[config.mk]
export PLATFORM = sky130hd
export DESIGN_NAME = mux_n_rr
export DESIGN_NICKNAME = d
export VERILOG_FILES = /design/src/rtl/mux_n_rr.sv
export SDC_FILE = /design/constraint.sdc
export NUM_CORES = 1
export LEC_CHECK = 0
export ABC_AREA = 0
export BUFFER_PORTS_ARGS = -buffer_cell sky130_fd_sc_hd__buf_4
export CAP_MARGIN = 20
export CORE_ASPECT_RATIO = 1.25
export CORE_UTILIZATION = 46
export CTS_CLUSTER_DIAMETER = 60
export DETAILED_ROUTE_END_ITERATION = 8
export PLACE_DENSITY = 0.82
export SYNTH_ARGS = -nofsm -noshare
export SYNTH_HDL_FRONTEND = slang
export SYNTH_SLANG_ARGS = --single-unit
export TNS_END_PERCENT = 5
[constraint.sdc]
create_clock -name clk_i -period 2.57 [get_ports clk_i]
set_input_delay 0.3855 -clock clk_i [delete_from_list [all_inputs] [get_ports clk_i]]
set_output_delay 0.3855 -clock clk_i [all_outputs]
set_load 0.01 [all_outputs]
[src/rtl/mux_n_rr.sv]
// N-channel valid/ready multiplexer with fixed-select or round-robin arbitration
// feeding a single registered output stage that sustains one word per cycle.
module mux_n_rr #(
    parameter int N = 4,
    parameter int W = 8,
    localparam int SW = (N > 1) ? $clog2(N) : 1
) (
    input  logic           clk_i,
    input  logic           rst_i,
    input  logic           mode_i,
    input  logic [SW-1:0]  sel_i,
    input  logic [N*W-1:0] in_data_i,
    input  logic [N-1:0]   in_valid_i,
    output logic [N-1:0]   in_ready_o,
    output logic [W-1:0]   out_data_o,
    output logic           out_valid_o,
    input  logic           out_ready_i,
    output logic [SW-1:0]  out_ch_o
);

    logic [W-1:0]  out_data_q, out_data_d;
    logic [SW-1:0] out_ch_q, out_ch_d;
    logic          out_valid_q, out_valid_d;
    logic [SW-1:0] ptr_q, ptr_d;

    logic          load_ok;
    logic          grant;
    logic [SW-1:0] grant_idx;
    logic          rr_found;
    int            rr_idx;

    // The stage can accept a new word when empty or when its word leaves this cycle.
    assign load_ok = !out_valid_q || out_ready_i;

    always_comb begin
        // NOTE: every variable gets a default first so no path can infer a latch.
        grant     = 1'b0;
        grant_idx = '0;
        rr_found  = 1'b0;
        rr_idx    = 0;
        if (!rst_i && load_ok) begin
            if (!mode_i) begin
                // Only the selected channel's own valid is looked at here.
                if (int'(sel_i) < N && in_valid_i[sel_i]) begin
                    grant     = 1'b1;
                    grant_idx = sel_i;
                end
            end else begin
                for (int i = 0; i < N; i++) begin
                    rr_idx = (int'(ptr_q) + i) % N;
                    if (!rr_found && in_valid_i[rr_idx]) begin
                        rr_found  = 1'b1;
                        grant_idx = SW'(rr_idx);
                    end
                end
                grant = rr_found;
            end
        end
    end

    assign in_ready_o = grant ? ({{(N-1){1'b0}}, 1'b1} << grant_idx) : '0;

    always_comb begin
        out_valid_d = out_valid_q;
        out_data_d  = out_data_q;
        out_ch_d    = out_ch_q;
        ptr_d       = ptr_q;
        if (grant) begin
            out_valid_d = 1'b1;
            out_data_d  = in_data_i[grant_idx*W +: W];
            out_ch_d    = grant_idx;
            if (mode_i) begin
                ptr_d = (int'(grant_idx) == N - 1) ? '0 : grant_idx + SW'(1);
            end
        end else if (out_ready_i) begin
            out_valid_d = 1'b0;
        end
    end

    // NOTE: state registers use non-blocking assignments so all of them update
    // together from the values seen before the edge.
    always_ff @(posedge clk_i or posedge rst_i) begin
        if (rst_i) begin
            out_valid_q <= 1'b0;
            out_data_q  <= '0;
            out_ch_q    <= '0;
            ptr_q       <= '0;
        end else begin
            out_valid_q <= out_valid_d;
            out_data_q  <= out_data_d;
            out_ch_q    <= out_ch_d;
            ptr_q       <= ptr_d;
        end
    end

    assign out_data_o  = out_data_q;
    assign out_valid_o = out_valid_q;
    assign out_ch_o    = out_ch_q;

endmodule

# Word level (Yosys, flattened, before mapping)
# Index checks and enable logic that the tools add are counted.
# totals
regBits,13
latchBits,0
mem_bits_rw,0
mem_bits_ro,0
in_bits,42
out_inout_bits,15
word_cells,71
memories,0
# classes
addsub,4
n_mul,0
div_mod_pow,0
order_cmp,5
eq_ne,1
shifts,2
mux,37
bitwise_logic,3
n_reduce_logical,15
# op_table
op,n
$shiftx 32x6->8,1
$mux 1,23
$mux 2,8
$lt 3x4->1 const B,3
$bmux 1 s2,5
$lt 2x3->1 const B,2
$reduce_or 2->1,3
$logic_not 1->1,5
$add 2x1->2 const B,2
$add 2x2->2 const B,2
$logic_and 1x1->1,4
$mux 4,1
$shl 1x2->4 const A,1
$and 1x1->1 const A,3
$eq 2x1->1 const B,1
$reduce_and 2->1,1
$reduce_bool 2->1,1
$logic_or 1x1->1,1

# Longest topological paths before layout
# Gate-level depths: netlist (run 1).
# depth
depth_word,22
mapped_depth,8
depth_no_buf,7

# Worst setup path after synthesis (run 1)
# No wires, ideal clock.
# synth_timing
path_type,input to output
startpoint,input port in_valid_i[0]
endpoint,output port in_ready_o[3]
t_arrival_ns,1.741
required_ns,2.184
path_slack_ns,0.443
cell_stages,7
path_buffers,0
path_cell_list,o41ai_1 > o31ai_1 > o21a_2 > o21ai_4 > inv_1 > ha_1 > and2_1
# synth_between
elab_chain_len,22
elab_cells_between_ends,41
# synth_rtl
element,line,rtl
start: declaration,13,"input logic [N-1:0] in_valid_i,"
$bmux 1 s2,51,if (!rr_found && in_valid_i[rr_idx]) begin
$mux 1 (not written as such),51,
$mux 1,51,
$mux 1,42,if (!mode_i) begin
$mux 1,41,if (!rst_i && load_ok) begin
$logic_not 1->1,51,
$logic_and 1x1->1,51,
$mux 1,51,
[... 7 more ...],-,
$logic_not 1->1,51,
$logic_and 1x1->1,51,
$mux 2,51,
$mux 2 (*),42,
$mux 2 (*),41,
via grant_idx[1],28,logic [SW-1:0] grant_idx;
$shl 1x2->4 (*),61,"assign in_ready_o = grant ? ({{(N-1){1'b0}}, 1'b1} << grant_idx) : '0;"
$mux 4 (*),61,
end: declaration,14,"output logic [N-1:0] in_ready_o,"
# The timed path passes the listed nets; every way through them passes the cells marked *. The select of a mux whose other input is x is not followed.

# Final worst setup path (run 1)
# layout_timing
startpoint,register ptr_q[0]
endpoint,output port in_ready_o[3]
# layout_between
elab_chain_len,22
elab_cells_between_ends,40
# layout_rtl
element,line,rtl
start: declaration,24,"logic [SW-1:0] ptr_q, ptr_d;"
start signal: assignment,92,ptr_q <= ptr_d;
$bmux 1 s2,51,
$mux 1 (not written as such),51,
$mux 1,51,
$mux 1,42,
$mux 1,41,
$logic_not 1->1,51,
$logic_and 1x1->1,51,
$mux 1,51,
[... 7 more ...],-,
$logic_not 1->1,51,
$logic_and 1x1->1,51,
$mux 2 (*),51,
$mux 2 (*),42,
$mux 2 (*),41,
via grant_idx[1],28,
$shl 1x2->4 (*),61,
$mux 4 (*),61,
# Marks and branches as above.

==> out/qor.csv, run 1 <==
stage,metric,value,unit
synthesis,"FF+latch count, synth",13,
synthesis,flip-flop cell with the highest count after synthesis,sky130_fd_sc_hd__dfrtp_1,
drt,Routed WL per cell,14.9,um
clocking,clock net sink count,13,
critical_path,WP data required,2.18,ns
timing,Slew headroom,71.5,%
power,Sw Share,37.7,%
placement,# placed instances,203,
global_routing,overall overflow remaining after global route,0,
layout,final non-filler cell area,1670,um^2
power,Comb pwr share,48.6,%
synthesis,area share of the leading cell type in the synthesized netlist,28.1,%
synthesis,post-synth cell types,37,
timing,Tcrit/Tclk final,93.2,%
drt,average vias per placed instance,5.44,
synthesis,cell types occupying the most area after synthesis,"sky130_fd_sc_hd__dfrtp_1 28%, sky130_fd_sc_hd__a211oi_2 15%, sky130_fd_sc_hd__mux2i_1 9.5%, sky130_fd_sc_hd__a21boi_0 4.5%, sky130_fd_sc_hd__ha_1 4.3%",
global_routing,via count of the first global-routing pass,1184,
global_routing,Total GRT Usage,25.4,%
critical_path,Critical Setup Path Class,flop to output pin,
timing,Tightest Pin Transition,0.427,ns
synthesis,cell area after technology mapping,1160,um^2
timing,Setup Skew,0.00235,ns
power,Clk network pwr share,15.3,%
drt,M1 WL,1260,um
synthesis,dominant cell by count in the synthesized netlist,sky130_fd_sc_hd__a211oi_2,
global_routing,largest net degree at the start of global routing,15,
synthesis,fraction of registers with async set or reset after synthesis,100,%
run_status,run status,completed,
drt,via count of the routed design,1137,
power,leakage power,0.000764,uW
critical_path,Worst setup SP type,flop,
synthesis,total number of yosys warnings,0,
timing,number of max-slew violations in the final report,0,
floorplan,Row Count,19,
timing,Post-Route Setup TNS,0,ns
drt,top metal layer carrying routed signals,met4,
timing,min Tclk post-route,2.40,ns
synthesis,sequential-to-total area share from yosys stat,28.1,%
drt,routed length on met2,1650,um
placement,pre-CTS setup slack,0.190,ns
critical_path,kind of end point of the critical path,output pin,
drt,Iteration-0 DRC Markers,22,
clocking,clock buffer count from CTS,3,
power,maximum ir drop on the vdd rail,0.000377,V
synthesis,number of cells produced by synthesis,115,
synthesis,Syn Nets,161,
synthesis,most common library cells after synthesis,"14 x sky130_fd_sc_hd__a211oi_2, 13 x sky130_fd_sc_hd__dfrtp_1, 12 x sky130_fd_sc_hd__nor2_1, 11 x sky130_fd_sc_hd__mux2i_1",
floorplan,floorplan die area,2720,um^2
timing,Fmax achieved,417,MHz
layout,area growth from synthesis to layout,44.8,%
floorplan,Die Y,58.1,um
power,portion of total power attributed to sequential cells,36.1,%
power,power dissipated by switching net loads,321,uW
timing,unrepaired setup endpoints after global routing,false,
synthesis,library cell with the largest summed area after synthesis,sky130_fd_sc_hd__dfrtp_1,
floorplan,count of boundary I/O pins,57,
timing,final hold viol count,0,
critical_path,arrival time worst endpoint,2.01,ns
layout,antenna cell count,0,
global_routing,antenna violations before repair,0,
timing,worst setup slack after layout,0.174,ns
placement,GP Congestion,0.822,
clocking,clock latency at the later pin of the worst-skew pair,0.28,ns
synthesis,number of flops mapped to enable cells by yosys,0,
clocking,Max clock buf depth,2,
clocking,CTS H-tree depth,1,
floorplan,core region area,2280,um^2
layout,Total Nets Final,225,
placement,dpl hpwl,2520,um
drt,Post-DRT Antenna Nets,0,
synthesis,Avg Synthesized Cell Area,10.1,um^2
global_routing,wire length of the first global-routing pass,5030,um
clocking,CTS Hold Buffers Added,0,
clocking,clock tree from TritonCTS,built,
layout,share of layout cells above drive strength 1,51.7,%
run,Max-cap violations,0,
drt,total routed wirelength,3120,um
power,Internal Power,531,uW
floorplan,width of the chip,46.8,um
layout,Final Non-Filler Cells,209,
clocking,master cell of the clock root buffer,sky130_fd_sc_hd__clkbuf_4,
critical_path,biggest fanout along the worst timing path,5,
power,power density over the cells,509,nW/um^2
timing,setup-violating endpoint count in the final report,0,
floorplan,initial cell density of the core,50.7,%
min_path,path category of the worst min-delay check,input pin to async pin,
drt,met3 wirelength from detailed routing,177,um
clocking,Worst-path clk slew,0.08,ns
placement,count of input and output buffers,56,
placement,post-place instance area,1630,um^2
drt,DR pass1 iterations,4,
drt,post-route DRC violation count,0,
-- cells by family (layout without fill, tap and decap cells) --
| kind of cell | Yosys count | count (layout) | synth area share (%) |
|---|---|---|---|
| multiplexers | 12 | 12 | 10.5 |
| AO/OA/AOI/OAI | 41 | 41 | 35.6 |
| adder cells (fa/ha/maj) | 4 | 4 | 4.33 |
| buffers and inverters | 11 | 74 | 4.22 |
| flip-flops | 13 | 13 | 28.1 |
| AND/OR/NAND/NOR | 34 | 34 | 17.2 |
-- what timing repair did --
action | CTS | global route
resized for setup | 0 | 2
endpoints found under the setup margin | 0 | 2
buffers inserted | 0 | 2
-- through the flow --
stage	hold WS [ns]	total power, uW	util, %
2_1_floorplan	0.276	533	-
3_3_place_gp	0.425	707	71.3
3_5_place_dp	0.446	721	71.3
4_1_cts	0.145	851	72.4
5_1_grt	0.150	909	73.4
6_report	0.142	852	73.4
-- cell type report --
type	instances	area, um^2
Sequential cell	13	327
Tap cell	31	38.8
Clock buffer	4	26.3
Timing Repair Buffer	62	465
Multi-Input combinational cell	91	787
Fill cell	190	608
Inverter	8	30.0
-- critical path: stages, from the launching register on --
cell	delay [ns]
sky130_fd_sc_hd__dfrtp_1	0.44
sky130_fd_sc_hd__inv_1	0.15
sky130_fd_sc_hd__o21ai_0	0.11
sky130_fd_sc_hd__a32o_1	0.31
sky130_fd_sc_hd__o21ai_4	0.19
sky130_fd_sc_hd__inv_1	0.09
sky130_fd_sc_hd__ha_1	0.18
sky130_fd_sc_hd__and2_1	0.13
sky130_fd_sc_hd__buf_4	0.14
-- sequential cells by signal, summed over array words and instances, names as in the netlist --
| register | count |
|---|---|
| out_data_o | 8 |
| out_ch_o | 2 |
| ptr_q | 2 |
| out_valid_o | 1 |
-- layout by cell type (no fill, tap or decap), types with 2 or more instances in the layout --
cell type | synthesis | routed
sky130_fd_sc_hd__buf_4 | 2 | 62
sky130_fd_sc_hd__a211oi_2 | 14 | 15
sky130_fd_sc_hd__nor2_1 | 12 | 12
sky130_fd_sc_hd__dfrtp_1 | 13 | 12
sky130_fd_sc_hd__mux2i_1 | 11 | 11
sky130_fd_sc_hd__and2_1 | 7 | 7
sky130_fd_sc_hd__a21boi_0 | 7 | 7
sky130_fd_sc_hd__inv_1 | 6 | 6
sky130_fd_sc_hd__nor2b_1 | 5 | 5
sky130_fd_sc_hd__ha_1 | 4 | 4
sky130_fd_sc_hd__o21ai_0 | 3 | 3
sky130_fd_sc_hd__nand2_1 | 3 | 3
sky130_fd_sc_hd__clkbuf_4 | 0 | 3
sky130_fd_sc_hd__nand2b_1 | 2 | 2
sky130_fd_sc_hd__inv_2 | 2 | 2
sky130_fd_sc_hd__a21oi_1 | 2 | 2
-- path summary, 6_finish.rpt --
kind,endpoint,start,slack [ns],cells after the start
worst max-delay path,in_ready_o[3],ptr_q[0],0.17,8
worst min-delay path,out_data_o[1],rst_i,0.14,3
worst max register to register,ptr_q[1],ptr_q[0],0.62,7
worst min register to register,out_data_o[5],out_data_o[5],0.51,2
max in group asynchronous,ptr_q[1],rst_i,2.24,3
min in group clk_i,out_valid_o,out_ready_i,0.40,3
-- power by group through the flow --
stage | clock network (uW) | registers [uW] | logic (uW)
finish | 130 | 308 | 414
global route | 143 | 315 | 451
CTS | 133 | 306 | 413
detailed placement | 0 | 308 | 412
global placement | 0 | 307 | 401
floorplan | 0 | 324 | 209
-- per-layer routing --
metal | vias up | track usage (%)
li1 | 554 | -
met2 | 39 | 45.6
met4 | 0 | 8.16
met1 | 540 | 28.5
met3 | 4 | 5.30
met5 | - | 0
Note: power is estimated with default switching activity, not from simulation.
==> run 2, diff against run 1 <==
CORE_ASPECT_RATIO = 0.9   (was 1.25)
==> run 2 against run 1 <==
Net effect:
- first-iteration DRC count is 14% lower
- non-clock buffer count is 3 higher
- fmax is 2.5% lower
- final cell count fell by 0.48%
- sequential power about the same
- worst setup slack worse by 0.062 ns
- die area about the same
- worst hold slack lost 0.015 ns
- clock power is 6% higher
- largest power group unchanged
- highest routed layer unchanged
==> out/qor.csv, run 2 (synthesis gave the netlist of run 1 again) <==
stage,metric,value,unit
run_status,run status,completed,
floorplan,count of boundary I/O pins,57,
critical_path,slowest cell delay on critical path,0.46,ns
clocking,Worst-path clk slew,0.09,ns
critical_path,WP data required,2.18,ns
global_routing,largest net degree at the start of global routing,15,
power,leakage power,0.000777,uW
drt,Post-DRT Antenna Nets,0,
global_routing,overall overflow remaining after global route,0,
critical_path,Critical Setup Path Class,flop to output pin,
timing,min Tclk post-route,2.46,ns
drt,total routed wirelength,3240,um
drt,Iteration-0 DRC Markers,19,
timing,final hold viol count,0,
layout,final-layout fill cell count,178,
timing,setup-violating endpoint count in the final report,0,
clocking,clock net sink count,13,
timing,Slew headroom,71.5,%
layout,share of layout cells above drive strength 1,52.5,%
critical_path,arrival time worst endpoint,2.07,ns
power,power density over the cells,514,nW/um^2
timing,Setup Skew,0.00309,ns
clocking,CTS H-tree depth,1,
drt,average vias per placed instance,5.58,
clocking,clock tree from TritonCTS,built,
clocking,Max clock buf depth,2,
timing,Post-Route Setup TNS,0,ns
critical_path,cell occurring most often along the worst timing path,sky130_fd_sc_hd__buf_4,
power,maximum ir drop on the vdd rail,0.000399,V
floorplan,initial cell density of the core,50.7,%
layout,Final Non-Filler Cells,208,
critical_path,Worst setup SP type,flop,
critical_path,kind of end point of the critical path,output pin,
run,Max-cap violations,0,
critical_path,endpoint of the most critical register-to-register path,ptr_q[1],
floorplan,floorplan die area,2720,um^2
critical_path,kind of cell with the highest combined delay on the critical path,flip-flops,
floorplan,Row Count,16,
clocking,master cell of the clock root buffer,sky130_fd_sc_hd__clkbuf_4,
critical_path,cell at the slowest stage of the critical path,sky130_fd_sc_hd__dfrtp_2,
critical_path,startpoint of the most critical register-to-register path,ptr_q[1],
timing,Tcrit/Tclk final,95.6,%
clocking,clock buffer count from CTS,3,
timing,unrepaired setup endpoints after global routing,false,
placement,GP Congestion,0.767,
floorplan,Die Y,49.6,um
critical_path,Buf/Inv on CP,2,
layout,area growth from synthesis to layout,47.0,%
drt,post-route DRC violation count,0,
layout,Final Core Density,74.5,%
layout,"most common cell after layout, fill and taps aside",sky130_fd_sc_hd__buf_4,
timing,Tightest Pin Transition,0.428,ns
global_routing,via count of the first global-routing pass,1177,
placement,dpl hpwl,2550,um
min_path,path category of the worst min-delay check,input pin to async pin,
clocking,CTS Hold Buffers Added,0,
drt,DR pass1 iterations,4,
placement,# placed instances,199,
layout,Total Nets Final,228,
global_routing,wire length of the first global-routing pass,5110,um
layout,max FFs per register,8,
drt,via count of the routed design,1161,
critical_path,register-to-register setup slack,0.54,ns
floorplan,core region area,2280,um^2
placement,count of input and output buffers,56,
timing,Fmax achieved,407,MHz
global_routing,antenna violations before repair,0,
critical_path,ordered cell list for the critical path,nor2b_1 > o311ai_4 > o22ai_4 > nor2_8 > buf_4 > ha_1 > and2_1 > buf_4,
floorplan,width of the chip,54.8,um
drt,Routed WL per cell,15.6,um
critical_path,biggest fanout along the worst timing path,8,
clocking,clock latency at the later pin of the worst-skew pair,0.29,ns
critical_path,worst r2r path cells,7,
global_routing,Total GRT Usage,26.4,%
timing,number of max-slew violations in the final report,0,
layout,antenna cell count,0,
layout,most frequent cells in the layout,"65 x sky130_fd_sc_hd__buf_4, 15 x sky130_fd_sc_hd__a211oi_2, 12 x sky130_fd_sc_hd__nor2_1, 12 x sky130_fd_sc_hd__dfrtp_1, 11 x sky130_fd_sc_hd__mux2i_1",
-- run 2: final cells by class --
class | count | area (um^2) | area share, %
clock buffers | 4 | 26.3 | 1.55
inverters | 8 | 30.0 | 1.77
multi-input cells | 91 | 795 | 46.8
flip-flops and latches | 13 | 327 | 19.2
well taps | 27 | 33.8 | 1.99
repair buffers | 65 | 488 | 28.7
-- run 2: worst max-delay path by stage --
| stage | start | to | slack (ns) | cells past startpoint |
|---|---|---|---|---|
| global placement | in_valid_i[0] | in_ready_o[3] | 0.19 | 9 |
| CTS | ptr_q[1] | in_ready_o[3] | 0.03 | 7 |
| finish | ptr_q[1] | in_ready_o[3] | 0.11 | 8 |
| global route | ptr_q[1] | in_ready_o[3] | 0.02 | 8 |
| floorplan | in_valid_i[0] | in_ready_o[3] | 0.44 | 7 |
| detailed placement | in_valid_i[0] | in_ready_o[2] | 0.19 | 9 |
-- run 2: repair_timing --
action,CTS,global route
endpoints found under the setup margin,0,3
gates resized for setup,0,3
endpoints found under the hold margin,0,0
buffers inserted,0,5
-- run 2: report_power, final --
group / switching (uW) / total [uW] / internal [uW]
sequential: 44.8 / 307 / 262
combinational: 214 / 428 / 215
clock: 77.4 / 138 / 60.4
total: 336 / 873 / 537
-- run 2: layer usage --
layer	part of all wire [%]	GRT usage, %	wire length, um
met3	6.9	5.56	223
met4	1.1	8.55	34
met5	0	0	0
met2	49	43.2	1590
met1	43	33.3	1390
-- run 2: worst reg2reg max path: stages, from the launching register on --
cell	delay [ns]
sky130_fd_sc_hd__dfrtp_2	0.44
sky130_fd_sc_hd__nor2b_1	0.09
sky130_fd_sc_hd__o311ai_4	0.30
sky130_fd_sc_hd__o22ai_4	0.16
sky130_fd_sc_hd__nor2_8	0.22
sky130_fd_sc_hd__buf_4	0.18
sky130_fd_sc_hd__ha_1	0.25
sky130_fd_sc_hd__mux2_2	0.27
-- run 2: through the flow --
stage | hold WS, ns | power, uW | cell area, um^2 | setup WS (ns)
2_1_floorplan | 0.276 | 533 | 1160 | 0.443
3_3_place_gp | 0.440 | 708 | 1620 | 0.193
3_5_place_dp | 0.446 | 721 | 1620 | 0.187
4_1_cts | 0.130 | 860 | 1650 | 0.0324
5_1_grt | 0.141 | 924 | 1700 | 0.0244
6_report | 0.127 | 873 | 1700 | 0.113
==> run 3, diff against run 2 <==
==> constraint.sdc (replaced) <==
create_clock -name clk_i -period 2.57 [get_ports clk_i]
set_input_delay 0.771 -clock clk_i [delete_from_list [all_inputs] [get_ports clk_i]]
set_output_delay 0.771 -clock clk_i [all_outputs]
set_load 0.01 [all_outputs]
==> run 3 against run 2 <==
Net effect:
- the run now ends with setup timing left
- critical path depth is 1 higher
- power is 7.0% higher
- non-clock buffer count up 19
- first-iteration DRC count down 26%
- fmax decreased by 16%
- register-to-register slack got worse by 0.06 ns
- via count rose by 7.1%
- clock power fell by 7%
- highest routed layer unchanged
==> out/qor.csv, run 3 (synthesis gave the netlist of run 1 again) <==
stage,metric,value,unit
global_routing,Total GRT Usage,29.0,%
timing,Post-Route Hold Slack,0.504,ns
global_routing,largest net degree at the start of global routing,15,
global_routing,overall overflow remaining after global route,0,
critical_path,arrival time worst endpoint,2.16,ns
layout,antenna cell count,0,
clocking,CTS H-tree depth,1,
timing,final hold viol count,0,
floorplan,width of the chip,54.8,um
power,leakage power,0.000902,uW
placement,pre-CTS setup slack,-0.408,ns
timing,Tightest Pin Transition,0.406,ns
floorplan,count of boundary I/O pins,57,
critical_path,cell at the slowest stage of the critical path,sky130_fd_sc_hd__o41ai_4,
timing,number of max-slew violations in the final report,0,
drt,total routed wirelength,3570,um
drt,Iteration-0 DRC Markers,14,
run,Max-cap violations,0,
layout,Total Nets Final,247,
drt,post-route DRC violation count,0,
drt,Post-DRT Antenna Nets,0,
floorplan,Row Count,16,
placement,count of input and output buffers,56,
clocking,clock latency at the later pin of the worst-skew pair,0.27,ns
min_path,path category of the worst min-delay check,flop to flop,
drt,average vias per placed instance,5.48,
power,power density over the cells,472,nW/um^2
layout,max FFs per register,8,
run_status,violated checks,setup timing,
placement,dpl hpwl,2600,um
critical_path,slowest cell delay on critical path,0.34,ns
floorplan,floorplan die area,2720,um^2
timing,unrepaired setup endpoints after global routing,true,
drt,via count of the routed design,1244,
global_routing,antenna violations before repair,0,
critical_path,Worst setup SP type,input pin,
drt,Routed WL per cell,15.7,um
global_routing,wire length of the first global-routing pass,5610,um
timing,worst setup slack after layout,-0.359,ns
critical_path,kind of end point of the critical path,output pin,
timing,Slew headroom,72.5,%
drt,DR pass1 iterations,4,
floorplan,core region area,2280,um^2
placement,GP Congestion,0.806,
timing,Setup Skew,0.00472,ns
clocking,clock tree from TritonCTS,built,
run_status,run status,finished with violations,
clocking,clock buffer count from CTS,3,
layout,share of layout cells above drive strength 1,63.0,%
critical_path,biggest fanout along the worst timing path,5,
layout,"most common cell after layout, fill and taps aside",sky130_fd_sc_hd__buf_4,
floorplan,Die Y,49.6,um
timing,Tcrit/Tclk final,114,%
critical_path,ordered cell list for the critical path,buf_8 > o41ai_4 > o31ai_1 > o21a_2 > o21ai_4 > inv_2 > ha_4 > and2_4 > buf_6,
clocking,Max clock buf depth,2,
floorplan,initial cell density of the core,50.7,%
critical_path,WP data required,1.80,ns
power,maximum ir drop on the vdd rail,0.000380,V
timing,min Tclk post-route,2.93,ns
clocking,clock net sink count,13,
clocking,Worst-path clk slew,0.09,ns
timing,setup-violating endpoint count in the final report,4,
timing,Fmax achieved,341,MHz
layout,most frequent cells in the layout,"77 x sky130_fd_sc_hd__buf_4, 15 x sky130_fd_sc_hd__a211oi_2, 13 x sky130_fd_sc_hd__dfrtp_1",
global_routing,via count of the first global-routing pass,1256,
critical_path,Critical Setup Path Class,input pin to output pin,
layout,area growth from synthesis to layout,71.1,%
layout,Final Core Density,86.7,%
clocking,master cell of the clock root buffer,sky130_fd_sc_hd__clkbuf_4,
-- run 3: cell types whose count changed in the layout (fill, tap and decap cells not counted), sizes merged --
| cell | delta |
|---|---|
| buf | +19 |
| inv | -1 |
| clkinvlp | +1 |
-- run 3: cell type report --
| cell class | instances | area (um^2) |
|---|---|---|
| Fill cell | 134 | 304 |
| Multi-Input combinational cell | 91 | 892 |
| Clock buffer | 4 | 26.3 |
| Sequential cell | 13 | 325 |
| Timing Repair Buffer | 84 | 664 |
| Tap cell | 27 | 33.8 |
| Inverter | 8 | 36.3 |
-- run 3: path summary, 6_finish.rpt --
path                                 end     startpoint  slack (ns)  cells past startpoint
min                        out_data_o[5]  out_data_o[5]        0.50                      2
max                        in_ready_o[2]  in_valid_i[0]       -0.36                      9
min in group asynchronous    out_ch_o[1]          rst_i        0.54                      3
max in group asynchronous       ptr_q[0]          rst_i        1.85                      3
max reg2reg                out_data_o[3]       ptr_q[1]        0.48                      8
min reg2reg                out_data_o[5]  out_data_o[5]        0.50                      2
-- run 3: critical path: cells and delay by family --
| family | cells | cell delay [ns] |
|---|---|---|
| compound gates | 4 | 0.79 |
| fa+ha+maj | 1 | 0.16 |
| buf+inv | 3 | 0.31 |
| simple gates | 1 | 0.13 |
-- run 3: where the power goes --
group	switching, uW	internal [uW]
Clock	68.8	60.0
Sequential	52.3	261
Combinational	233	259
-- run 3: stage by stage --
step / cell area [um^2] / instances / setup TNS, ns / power, uW
2_1_floorplan: 1200 / 115 / -0.704 / 538
3_3_place_gp: 1790 / 217 / -1.40 / 742
3_5_place_dp: 1790 / 217 / -1.51 / 755
4_1_cts: 1940 / 227 / -1.44 / 920
5_1_grt: 1980 / 227 / -1.69 / 993
6_report: 1980 / 227 / -1.41 / 935
-- run 3: repair_timing --
| item | CTS | global route |
|---|---|---|
| setup endpoints to repair | 4 | 4 |
| pin swaps | 10 | 5 |
| gates resized for setup | 15 | 7 |
| setup buffers | 6 | 0 |
| hold buffers | 0 | 0 |
-- run 3: per-layer routing --
layer / part of all wire (%) / track usage, %
met3: 4.9 / 5.86
met4: 1.3 / 8.97
met5: 0 / 0
met2: 50 / 46.4
met1: 44 / 38.0
